### src/rtl/hvgen_param_pkg.sv
// Shared timing presets, polarity constants and a width helper for the
// parametrised H/V video timing generator.
package hvgen_pkg;

    typedef struct packed {
        int h_active;
        int h_fp;
        int h_sync;
        int h_bp;
        int v_active;
        int v_fp;
        int v_sync;
        int v_bp;
    } timing_t;

    // Common arcade modes; 384 pixels x 264 lines total in each case
    localparam timing_t MODE_256X224 = '{256, 40, 32, 56, 224, 16, 8, 16};
    localparam timing_t MODE_256X192 = '{256, 40, 32, 56, 192, 32, 8, 32};
    localparam timing_t MODE_288X224 = '{288, 24, 32, 40, 224, 16, 8, 16};

    localparam bit ACTIVE_LOW  = 1'b0;
    localparam bit ACTIVE_HIGH = 1'b1;

    // Number of bits needed to represent max_val (at least 1)
    function automatic int width_for(input int max_val);
        int w;
        w = 1;
        while ((1 << w) <= max_val) w++;
        return w;
    endfunction

endpackage

### src/rtl/hvgen_param_if.sv
// Pixel-side bundle of the timing generator: enable, flips, colour in/out,
// positions, blanks, syncs and strobes.
interface hvgen_param_if #(
    parameter int HW    = 9,
    parameter int VW    = 9,
    parameter int RGB_W = 12
);
    logic             i_pclk_en;
    logic             i_hflip;
    logic             i_vflip;
    logic [RGB_W-1:0] i_irgb;
    logic [RGB_W-1:0] o_orgb;
    logic [HW-1:0]    o_hpos;
    logic [VW-1:0]    o_vpos;
    logic             o_hblk;
    logic             o_vblk;
    logic             o_hsyn;
    logic             o_vsyn;
    logic             o_line_start;
    logic             o_frame_start;
    logic             o_field;

    modport master (
        input  i_pclk_en, i_hflip, i_vflip, i_irgb,
        output o_orgb, o_hpos, o_vpos, o_hblk, o_vblk, o_hsyn, o_vsyn,
               o_line_start, o_frame_start, o_field
    );

    modport slave (
        output i_pclk_en, i_hflip, i_vflip, i_irgb,
        input  o_orgb, o_hpos, o_vpos, o_hblk, o_vblk, o_hsyn, o_vsyn,
               o_line_start, o_frame_start, o_field
    );
endinterface

### src/rtl/hvgen_param_hv_axis_counter.sv
// One timing axis: modulo-TOTAL position counter with blank/sync decode of
// the current count. Used once for pixels and once for lines.
module hv_axis_counter
    import hvgen_pkg::*;
#(
    parameter int ACTIVE = 256,
    parameter int FP     = 40,
    parameter int SYNC   = 32,
    parameter int BP     = 56,
    parameter int W      = 9
) (
    input  logic         i_clk,
    input  logic         i_reset,
    input  logic         i_adv,
    output logic [W-1:0] o_cnt,
    output logic         o_wrap,
    output logic         o_blank,
    output logic         o_sync
);
    localparam int TOTAL = ACTIVE + FP + SYNC + BP;
    localparam logic [W-1:0] LAST = W'(TOTAL - 1);
    // Decode bounds carry one extra bit: the sync end equals TOTAL when BP=0
    localparam logic [W:0] ACT_END  = (W+1)'(ACTIVE);
    localparam logic [W:0] SYNC_LO  = (W+1)'(ACTIVE + FP);
    localparam logic [W:0] SYNC_HI  = (W+1)'(ACTIVE + FP + SYNC);

    if (SYNC < 1) begin : g_bad_sync
        $error("hv_axis_counter: SYNC must be at least 1");
    end
    if (W < width_for(TOTAL - 1)) begin : g_bad_width
        $error("hv_axis_counter: W too narrow for TOTAL-1");
    end

    logic [W-1:0] r_cnt;
    logic         w_last;
    logic [W:0]   w_cnt_x;

    assign w_last  = (r_cnt == LAST);
    assign w_cnt_x = {1'b0, r_cnt};

    always_ff @(posedge i_clk) begin
        if (i_reset) begin
            r_cnt <= '0;
        end else if (i_adv) begin
            r_cnt <= w_last ? '0 : r_cnt + W'(1);
        end
    end

    assign o_cnt   = r_cnt;
    assign o_wrap  = i_adv && w_last;
    assign o_blank = (w_cnt_x >= ACT_END);
    assign o_sync  = (w_cnt_x >= SYNC_LO) && (w_cnt_x < SYNC_HI);

endmodule

### src/rtl/hvgen_param.sv
// Parametrised video timing generator: registered positions, blanks, syncs,
// line/frame strobes, field toggle and blank-gated colour, all per pixel enable.
module hvgen_param
    import hvgen_pkg::*;
#(
    parameter int H_ACTIVE = MODE_256X224.h_active,
    parameter int H_FP     = MODE_256X224.h_fp,
    parameter int H_SYNC   = MODE_256X224.h_sync,
    parameter int H_BP     = MODE_256X224.h_bp,
    parameter int V_ACTIVE = MODE_256X224.v_active,
    parameter int V_FP     = MODE_256X224.v_fp,
    parameter int V_SYNC   = MODE_256X224.v_sync,
    parameter int V_BP     = MODE_256X224.v_bp,
    parameter int HW       = 9,
    parameter int VW       = 9,
    parameter int RGB_W    = 12,
    parameter bit HS_POL   = ACTIVE_LOW,
    parameter bit VS_POL   = ACTIVE_LOW
) (
    input  logic           i_clk,
    input  logic           i_reset,
    hvgen_param_if.master  bus
);
    localparam logic [HW-1:0] H_LAST_ACT = HW'(H_ACTIVE - 1);
    localparam logic [VW-1:0] V_LAST_ACT = VW'(V_ACTIVE - 1);

    logic [HW-1:0]    w_hcnt;
    logic [VW-1:0]    w_vcnt;
    logic             w_hwrap, w_vwrap;
    logic             w_hblank, w_vblank, w_hsync, w_vsync;

    logic [HW-1:0]    r_hpos;
    logic [VW-1:0]    r_vpos;
    logic             r_hblk, r_vblk, r_hsyn, r_vsyn;
    logic [RGB_W-1:0] r_rgb;
    logic             r_line_start, r_frame_start, r_field;
    logic             r_at_origin;

    hv_axis_counter #(
        .ACTIVE(H_ACTIVE), .FP(H_FP), .SYNC(H_SYNC), .BP(H_BP), .W(HW)
    ) u_hcnt (
        .i_clk(i_clk), .i_reset(i_reset), .i_adv(bus.i_pclk_en),
        .o_cnt(w_hcnt), .o_wrap(w_hwrap), .o_blank(w_hblank), .o_sync(w_hsync)
    );

    hv_axis_counter #(
        .ACTIVE(V_ACTIVE), .FP(V_FP), .SYNC(V_SYNC), .BP(V_BP), .W(VW)
    ) u_vcnt (
        .i_clk(i_clk), .i_reset(i_reset), .i_adv(w_hwrap),
        .o_cnt(w_vcnt), .o_wrap(w_vwrap), .o_blank(w_vblank), .o_sync(w_vsync)
    );

    // r_at_origin tracks (hcnt,vcnt)==(0,0): true after reset and after a frame wrap
    always_ff @(posedge i_clk) begin
        if (i_reset) begin
            r_hpos        <= '0;
            r_vpos        <= '0;
            r_hblk        <= 1'b1;
            r_vblk        <= 1'b1;
            r_hsyn        <= ~HS_POL;
            r_vsyn        <= ~VS_POL;
            r_rgb         <= '0;
            r_line_start  <= 1'b0;
            r_frame_start <= 1'b0;
            r_field       <= 1'b0;
            r_at_origin   <= 1'b1;
        end else begin
            r_line_start  <= 1'b0;
            r_frame_start <= 1'b0;
            if (bus.i_pclk_en) begin
                r_hblk        <= w_hblank;
                r_vblk        <= w_vblank;
                r_hsyn        <= w_hsync ? HS_POL : ~HS_POL;
                r_vsyn        <= w_vsync ? VS_POL : ~VS_POL;
                r_hpos        <= (bus.i_hflip && !w_hblank) ? H_LAST_ACT - w_hcnt : w_hcnt;
                r_vpos        <= (bus.i_vflip && !w_vblank) ? V_LAST_ACT - w_vcnt : w_vcnt;
                r_rgb         <= (r_hblk || r_vblk) ? '0 : bus.i_irgb;
                r_line_start  <= (w_hcnt == '0);
                r_frame_start <= r_at_origin;
                r_at_origin   <= w_vwrap;
                if (r_at_origin) r_field <= ~r_field;
            end
        end
    end

    assign bus.o_hpos        = r_hpos;
    assign bus.o_vpos        = r_vpos;
    assign bus.o_hblk        = r_hblk;
    assign bus.o_vblk        = r_vblk;
    assign bus.o_hsyn        = r_hsyn;
    assign bus.o_vsyn        = r_vsyn;
    assign bus.o_orgb        = r_rgb;
    assign bus.o_line_start  = r_line_start;
    assign bus.o_frame_start = r_frame_start;
    assign bus.o_field       = r_field;

endmodule

### src/flat_wrapper.sv
// flat-port wrapper written by rule: the top's interface ports become plain ports
module hvgen_param_flat import hvgen_pkg::*;
#(
    parameter int H_ACTIVE = MODE_256X224.h_active,
    parameter int H_FP     = MODE_256X224.h_fp,
    parameter int H_SYNC   = MODE_256X224.h_sync,
    parameter int H_BP     = MODE_256X224.h_bp,
    parameter int V_ACTIVE = MODE_256X224.v_active,
    parameter int V_FP     = MODE_256X224.v_fp,
    parameter int V_SYNC   = MODE_256X224.v_sync,
    parameter int V_BP     = MODE_256X224.v_bp,
    parameter int HW       = 9,
    parameter int VW       = 9,
    parameter int RGB_W    = 12,
    parameter bit HS_POL   = ACTIVE_LOW,
    parameter bit VS_POL   = ACTIVE_LOW
)
  (i_clk, i_reset, bus_i_pclk_en, bus_i_hflip, bus_i_vflip, bus_i_irgb, bus_o_orgb, bus_o_hpos, bus_o_vpos, bus_o_hblk, bus_o_vblk, bus_o_hsyn, bus_o_vsyn, bus_o_line_start, bus_o_frame_start, bus_o_field);
  hvgen_param_if #(.HW(HW), .VW(VW), .RGB_W(RGB_W)) bus_i ();
  input  logic i_clk;
  input  logic i_reset;
  input wire logic [$bits(bus_i.i_pclk_en)-1:0] bus_i_pclk_en;
  input wire logic [$bits(bus_i.i_hflip)-1:0] bus_i_hflip;
  input wire logic [$bits(bus_i.i_vflip)-1:0] bus_i_vflip;
  input wire logic [$bits(bus_i.i_irgb)-1:0] bus_i_irgb;
  output wire logic [$bits(bus_i.o_orgb)-1:0] bus_o_orgb;
  output wire logic [$bits(bus_i.o_hpos)-1:0] bus_o_hpos;
  output wire logic [$bits(bus_i.o_vpos)-1:0] bus_o_vpos;
  output wire logic [$bits(bus_i.o_hblk)-1:0] bus_o_hblk;
  output wire logic [$bits(bus_i.o_vblk)-1:0] bus_o_vblk;
  output wire logic [$bits(bus_i.o_hsyn)-1:0] bus_o_hsyn;
  output wire logic [$bits(bus_i.o_vsyn)-1:0] bus_o_vsyn;
  output wire logic [$bits(bus_i.o_line_start)-1:0] bus_o_line_start;
  output wire logic [$bits(bus_i.o_frame_start)-1:0] bus_o_frame_start;
  output wire logic [$bits(bus_i.o_field)-1:0] bus_o_field;
  assign bus_i.i_pclk_en = bus_i_pclk_en;
  assign bus_i.i_hflip = bus_i_hflip;
  assign bus_i.i_vflip = bus_i_vflip;
  assign bus_i.i_irgb = bus_i_irgb;
  assign bus_o_orgb = bus_i.o_orgb;
  assign bus_o_hpos = bus_i.o_hpos;
  assign bus_o_vpos = bus_i.o_vpos;
  assign bus_o_hblk = bus_i.o_hblk;
  assign bus_o_vblk = bus_i.o_vblk;
  assign bus_o_hsyn = bus_i.o_hsyn;
  assign bus_o_vsyn = bus_i.o_vsyn;
  assign bus_o_line_start = bus_i.o_line_start;
  assign bus_o_frame_start = bus_i.o_frame_start;
  assign bus_o_field = bus_i.o_field;
  hvgen_param #(.H_ACTIVE(H_ACTIVE), .H_FP(H_FP), .H_SYNC(H_SYNC), .H_BP(H_BP), .V_ACTIVE(V_ACTIVE), .V_FP(V_FP), .V_SYNC(V_SYNC), .V_BP(V_BP), .HW(HW), .VW(VW), .RGB_W(RGB_W), .HS_POL(HS_POL), .VS_POL(VS_POL)) u_core (.i_clk(i_clk), .i_reset(i_reset), .bus(bus_i));
endmodule
### config.mk
export PLATFORM = sky130hd
export DESIGN_NAME = hvgen_param_flat
export DESIGN_NICKNAME = d
export VERILOG_FILES = /design/src/rtl/hvgen_param_pkg.sv /design/src/rtl/hvgen_param_if.sv /design/src/rtl/hvgen_param_hv_axis_counter.sv /design/src/rtl/hvgen_param.sv /design/src/flat_wrapper.sv
export SDC_FILE = /design/constraint.sdc
export NUM_CORES = 1
export LEC_CHECK = 0
export CAP_MARGIN = 10
export CORE_MARGIN = 3
export CORE_UTILIZATION = 50
export DETAILED_ROUTE_END_ITERATION = 8
export DONT_BUFFER_PORTS = 1
export MAX_ROUTING_LAYER = met4
export PLACE_DENSITY = 0.71
export SKIP_CTS_REPAIR_TIMING = 1
export SYNTH_ARGS = -nofsm -noshare
export SYNTH_HDL_FRONTEND = slang
export SYNTH_SLANG_ARGS = --single-unit
### constraint.sdc
create_clock -name i_clk -period 2.1 [get_ports i_clk]
set_clock_uncertainty 0.15 [all_clocks]
set_input_delay 0.21 -clock i_clk [delete_from_list [all_inputs] [get_ports i_clk]]
set_output_delay 0.21 -clock i_clk [all_outputs]
set_load 0.02 [all_outputs]
## Word-level counts from Yosys, hierarchy flattened

Cells that the tools add are included.

- Bits in read-only memories: 0
- Input bits: 17
- Bits in writable memories: 0
- Logic and storage cells: 46
- Output and inout bits: 37
- Memories kept: 0
- Flip-flop bits (word level): 56
- Latch bits: 0

- Div/mod/pow operators: 0
- Bitwise logic cells: 2
- Shifts and indexed selects: 0
- $add $sub $neg: 4
- Muxes and demuxes: 7
- Eq/ne operators: 2
- Order comparisons: 6
- Reduce and logical (&&, ||, !) cells: 12
- $mul: 0

Operators with widths:

| cell | number |
|---|---|
| $mux 9 | 4 |
| $add 9x1->9 const B | 2 |
| $eq 9x9->1 const B | 2 |
| $ge 9x8->1 const B | 2 |
| $ge 9x9->1 const B | 2 |
| $sub 8x9->9 const A | 2 |
| $mux 12 | 1 |
| $logic_not 9->1 | 1 |
| $lt 9x8->1 const B | 1 |
| $lt 9x9->1 const B | 1 |
| $logic_and 1x1->1 | 6 |
| $logic_not 1->1 | 2 |
| $mux 1 | 2 |
| $not 1->1 | 2 |
| $reduce_and 2->1 | 1 |
| $reduce_or 2->1 | 1 |
| $logic_or 1x1->1 | 1 |

## Logic depth before layout (Yosys ltp)

- Depth after elaboration: 4
- Gate-level depth with buffers: 6
- Gate-level depth less buffers: 6

## Cells and area by module

Synthesis repeated with hierarchy kept, for this count alone.

- Cells, all modules: 274
- Area total of the unflattened synthesis: 2539.9 sq um

Modules (own cells, without submodules):

| module | seq. area each (sq um) | area each (sq um) | cells each | times used |
|---|---|---|---|---|
| hvgen_param | 760.7 | 1602.8 | 168 | 1 |
| hv_axis_counter (u_core.u_hcnt) | 180.2 | 478.0 | 56 | 1 |
| hv_axis_counter (u_core.u_vcnt) | 180.2 | 459.2 | 50 | 1 |

## Worst setup path after synthesis

No wires, ideal clock.

- Path type: register to register
- From: reg u_core.u_hcnt.r_cnt[0], in the netlist u_core.u_hcnt.o_cnt[0]
- To: reg u_core.u_vcnt.r_cnt[6], in the netlist u_core.u_vcnt.o_cnt[6]
- Slack: 0.142 ns
- Library setup time: 0.071 ns
- Arrival: 1.737 ns
- Path buffers: 0
- Stages on the path, launching flop included: 6
- Clock period less this slack: 1.958 ns
- Required time: 1.879 ns
- Cells stage by stage: dfxtp_1 ha_1 nand3_2 or4_4 or3_1 a21oi_1

- Word-level cells in the longest chain between the ends: 2

Ends and longest elaborated chain:

| element | RTL line | RTL |
|---|---|---|
| from (decl) | hvgen_param_hv_axis_counter.sv:34 | `logic [W-1:0] r_cnt;` |
| from (signal assigned) | hvgen_param_hv_axis_counter.sv:45 | `r_cnt <= w_last ? '0 : r_cnt + W'(1);` |
| $eq 9x9->1 | hvgen_param_hv_axis_counter.sv:38 | `assign w_last = (r_cnt == LAST);` |
| $logic_and 1x1->1 | hvgen_param_hv_axis_counter.sv:50 | `assign o_wrap = i_adv && w_last;` |
| to (signal assigned) | hvgen_param_hv_axis_counter.sv:45 |  |
| to (decl) | hvgen_param_hv_axis_counter.sv:34 |  |

No other way between the ends.
A chain may end at the register's enable or synchronous reset.

## Final worst setup path

- From: reg u_core.u_vcnt.r_cnt[0], in the netlist u_core.u_vcnt.o_cnt[0]
- To: reg u_core.r_vpos[7], in the netlist u_core.bus.o_vpos[7]

- Word-level cells in the longest chain between the ends: 4
- Elaborated cells between the ends (all ways): 5
- Classes of those cells: 1 x add/sub; 1 x order compare; 1 x mux; 2 x reduce/logical

Ends and longest elaborated chain:

| element | RTL line | RTL |
|---|---|---|
| $ge 9x8->1 | hvgen_param_hv_axis_counter.sv:51 | `assign o_blank = (w_cnt_x >= ACT_END);` |
| $logic_not 1->1 | hvgen_param.sv:76 | `r_vpos <= (bus.i_vflip && !w_vblank) ? V_LAST_ACT - w_vcnt : w_vcnt;` |
| $logic_and 1x1->1 | hvgen_param.sv:76 |  |
| $mux 9 * | hvgen_param.sv:76 |  |
| to (signal assigned) | hvgen_param.sv:76 |  |
| to (decl) | hvgen_param.sv:33 | `logic [VW-1:0] r_vpos;` |

Mark *: on every way between the ends. The rest lies on a longest branch, timed or not.

==> metrics.md <==
| Metric | Value |
|---|---|
| Status | complete, but fails checks |
| Violated checks | negative hold slack |
| Syn_nets | ~300 |
| Register area | ~1100 sq um |
| Slew HR | between 40% and 50% |
| ANT nets after route | 0 |
| Routed wl met2 | 2810 um |
| CTS tree | built |
| Critical Path Source | u_core.u_vcnt.o_cnt[0]$_SDFFE_PP0P_ |
| FMAX | between 500 and 600 MHz |
| CP max stage delay | around 400 ps |
| Grt ovf | 0 |
| Antenna violations before repair | 0 |
| Core Util, Final | between 60 and 70% |
| Residual DRC | 0 |
| Cell Area, Synth | ~2500 sq um |
| Top cell type's share of synthesized area | between 40 and 50% |
| Number of synthesized register bits | 56 |
| CTS Buffer Depth | 2 |
| CP endpoint kind | flip-flop |
| Starting Density | 52.7% |
| Filler cells | around 440 |
| Largest net degree at the start of global routing | between 50 and 60 |
| Total power draw | 1920 uW |
| RSZ-0062 raised after global routing | false |
| Final Max Slew Viols | 0 |
| Initial DRC Count | 113 |
| Final hold vios | 3 |
| DRT met1 WL | approximately 2500 um |
| Hold_ws | -38.1 ps |
| HP Class | input pin to flip-flop |
| Crit-path max FO | 7 |
| Netlist cell types | 47 |
| Clock Latency Late Sink | 320 ps |
| N_diodes | 0 |
| Met3 WL | about 240 um |
| Tot GR Track Use | about 18% |
| Period utilization | a little over nine tenths |
| CP max stage cell | dfxtp_2 |
| CTS root buffer | clkbuf_8 |
| H-tree depth | 2 |
| Yosys top cell by area | dfxtp_1 |
| CP Class | flip-flop to flip-flop |
| Syn avg cell area | about 9 sq um |
| Max IR drop VDD | around 360 uV |
| Vias | between 2000 and 2500 |
| Io pins | between 50 and 60 |
| Hold Startpoint | bus_i_pclk_en |
| Die area | slightly below 6000 sq um |
| Vias in the first global route | 1782 |
| Largest delay share family, worst path | simple AND/OR/NAND/NOR gates |
| Final cell count without fillers | about 370 |
| Synth warnings | 0 |
| Setup ws final | 120 ps |
| Routed len/inst | around 16 um |
| Max Cap Viol | 0 |
| CTS Sinks | 56 |
| Buf/Inv on CP | 2 |
| R2r startpoint | u_core.u_vcnt.o_cnt[0]$_SDFFE_PP0P_ |
| Global-route wire length before repair | ~8500 um |
| Top sig layer | met4 |
| Layout Nets | 321 |
| Cells after synthesis | 281 |
| Placed insts | approximately 340 |
| TNS Setup | 0 ps |
| Core ar. | 4790 sq um |
| Worst-Margin Slew | between 800 and 900 ps |
| Pleak | 0.00104 uW |
| Dpl hpwl | approximately 3600 um |
| WP data required | roughly 2200 ps |
| Share of cells above drive strength 1 | around 14% |
| Die X | around 77 um |
| First-pass iteration count of the detailed router | 5 |
| Clk slew on worst S/H paths | approximately 100 ps |
| Num CTS Buffers | 5 |
| Crit path DAT | just over 2000 ps |
| CP Launch Type | flip-flop |
| Post-layout min period | around 2000 ps |
| Crit-path cells | inv_1 -> ha_1 -> or3b_4 -> o211ai_4 -> clkbuf_2 -> or3_1 -> a311oi_2 |
| Setup violators final | 0 |
| Area of the multi-input gates | about 1200 sq um |
| Top post-synthesis cells by area | dfxtp_1 44%, nor2_1 6.8%, xnor2_1 6.3% |
| Area growth syn-to-layout | 15.5% |
| DR vias/cell | roughly 5.6 |
| Count of input and output buffers | 0 |
| Die H | 77.0 um |
| RePlAce Congestion | ~0.84 |
| Site row count | 25 |
| Pre-CTS setup slack | 70.1 ps |
| Register area share after synthesis | between 40% and 50% |
| Pwr per Cell Area | ~660 nW/um^2 |
| Final WL | ~5700 um |
-- per-layer routing --
metal | track usage, % | up-vias
met1 | 21.9 | 973
met3 | 4.23 | 12
met5 | - | -
met4 | 7.30 | 0
li1 | - | 1012
met2 | 30.5 | 45
-- report_power, final --
| part | total (uW) | switching (uW) | internal, uW |
|---|---|---|---|
| clock network | 601 | 363 | 238 |
| logic | 158 | 80.2 | 78.3 |
| registers | 1160 | 63.4 | 1100 |
-- layout make-up --
cell class,instances,share of cell area (%)
Timing Repair Buffer,35,11.3
Inverter,10,1.29
Clock inverter,3,0.731
Tap cell,67,2.88
Sequential cell,56,38.6
Clock buffer,5,2.36
Multi-Input combinational cell,190,42.9
-- worst min-delay path: cells and delay by family --
family           cells  cell delay, ps
AND/OR/NAND/NOR      2             120
XOR/XNOR             1              60
-- stage by stage --
stage / cell area [sq um] / hold slack [ps]
2_1_floorplan: 2520 / 204
6_report: 2910 / -38.1
4_1_cts: 2690 / -210
5_1_grt: 2910 / -1.33
3_3_place_gp: 2600 / 137
3_5_place_dp: 2600 / 138
-- cell usage after synthesis (all sizes together) --
| cell | n |
|---|---|
| dfxtp | 56 |
| nor2 | 46 |
| xnor2 | 18 |
| clkbuf | 14 |
| a211oi | 13 |
| nand2 | 13 |
| a22oi | 12 |
| buf | 11 |
| inv | 10 |
| a21oi | 9 |
| xor2 | 7 |
| ha | 6 |
| nor4 | 6 |
| o21ai | 6 |
| or3 | 6 |
| nor3 | 5 |
| nand4 | 4 |
| nand4b | 4 |
| nand3 | 3 |
| nor2b | 3 |
| a211o | 2 |
| a21o | 2 |
| and2 | 2 |
| nand2b | 2 |
| nor4b | 2 |
| o211ai | 2 |
| o21bai | 2 |
| o311ai | 2 |
| or4b | 2 |
| a2111oi | 1 |
| a311oi | 1 |
| and3 | 1 |
| and4 | 1 |
| mux2i | 1 |
| nand3b | 1 |
| nor3b | 1 |
| o31a | 1 |
| o32ai | 1 |
| or3b | 1 |
| or4 | 1 |
-- flip-flops by register name, summed over array words and instances, names as in the netlist --
signal	cells
u_core.u_vcnt.o_cnt	9
u_core.bus.o_hpos	9
u_core.bus.o_frame_start	1
u_core.bus.o_vpos	9
u_core.bus.o_hsyn	1
u_core.bus.o_hblk	1
u_core.r_at_origin	1
u_core.bus.o_vblk	1
u_core.bus.o_vsyn	1
u_core.bus.o_orgb	12
u_core.bus.o_line_start	1
u_core.bus.o_field	1
u_core.u_hcnt.o_cnt	9
-- worst paths after layout --
path | endpoint | slack, ps | cells past startpoint
max | u_core.bus.o_vpos[7]$_SDFFE_PP0P_ | 120 | 7
min | u_core.u_hcnt.o_cnt[2]$_SDFFE_PP0P_ | -40 | 3
max reg2reg | u_core.bus.o_vpos[7]$_SDFFE_PP0P_ | 120 | 7
min reg2reg | u_core.u_vcnt.o_cnt[1]$_SDFFE_PP0P_ | 360 | 2
-- cells in the final DEF (no fill, tap or decap), types with 6 or more instances in the layout --
cell type / n
a22oi_1: 12
o21ai_0: 6
or3_1: 6
inv_1: 10
a211oi_1: 13
dlygate4sd3_1: 13
dfxtp_1: 54
nand2_1: 13
xor2_1: 7
nor2_1: 46
buf_4: 17
xnor2_1: 18
ha_1: 6
a21oi_1: 8
-- logic make-up (layout without fill, tap and decap cells) --
logic type	count (synthesis)	in the layout	share of synthesized area, %
muxes	1	1	0.397
buffers and inverters	35	53	6.40
xor gates and xnor gates	25	25	8.68
DFF	56	56	44.5
and+or+nand+nor	104	104	21.5
AOI/OAI and AO/OA	54	54	15.6
adders and majority gates	6	6	2.98
No activity file was read; power rests on OpenSTA's default activity.
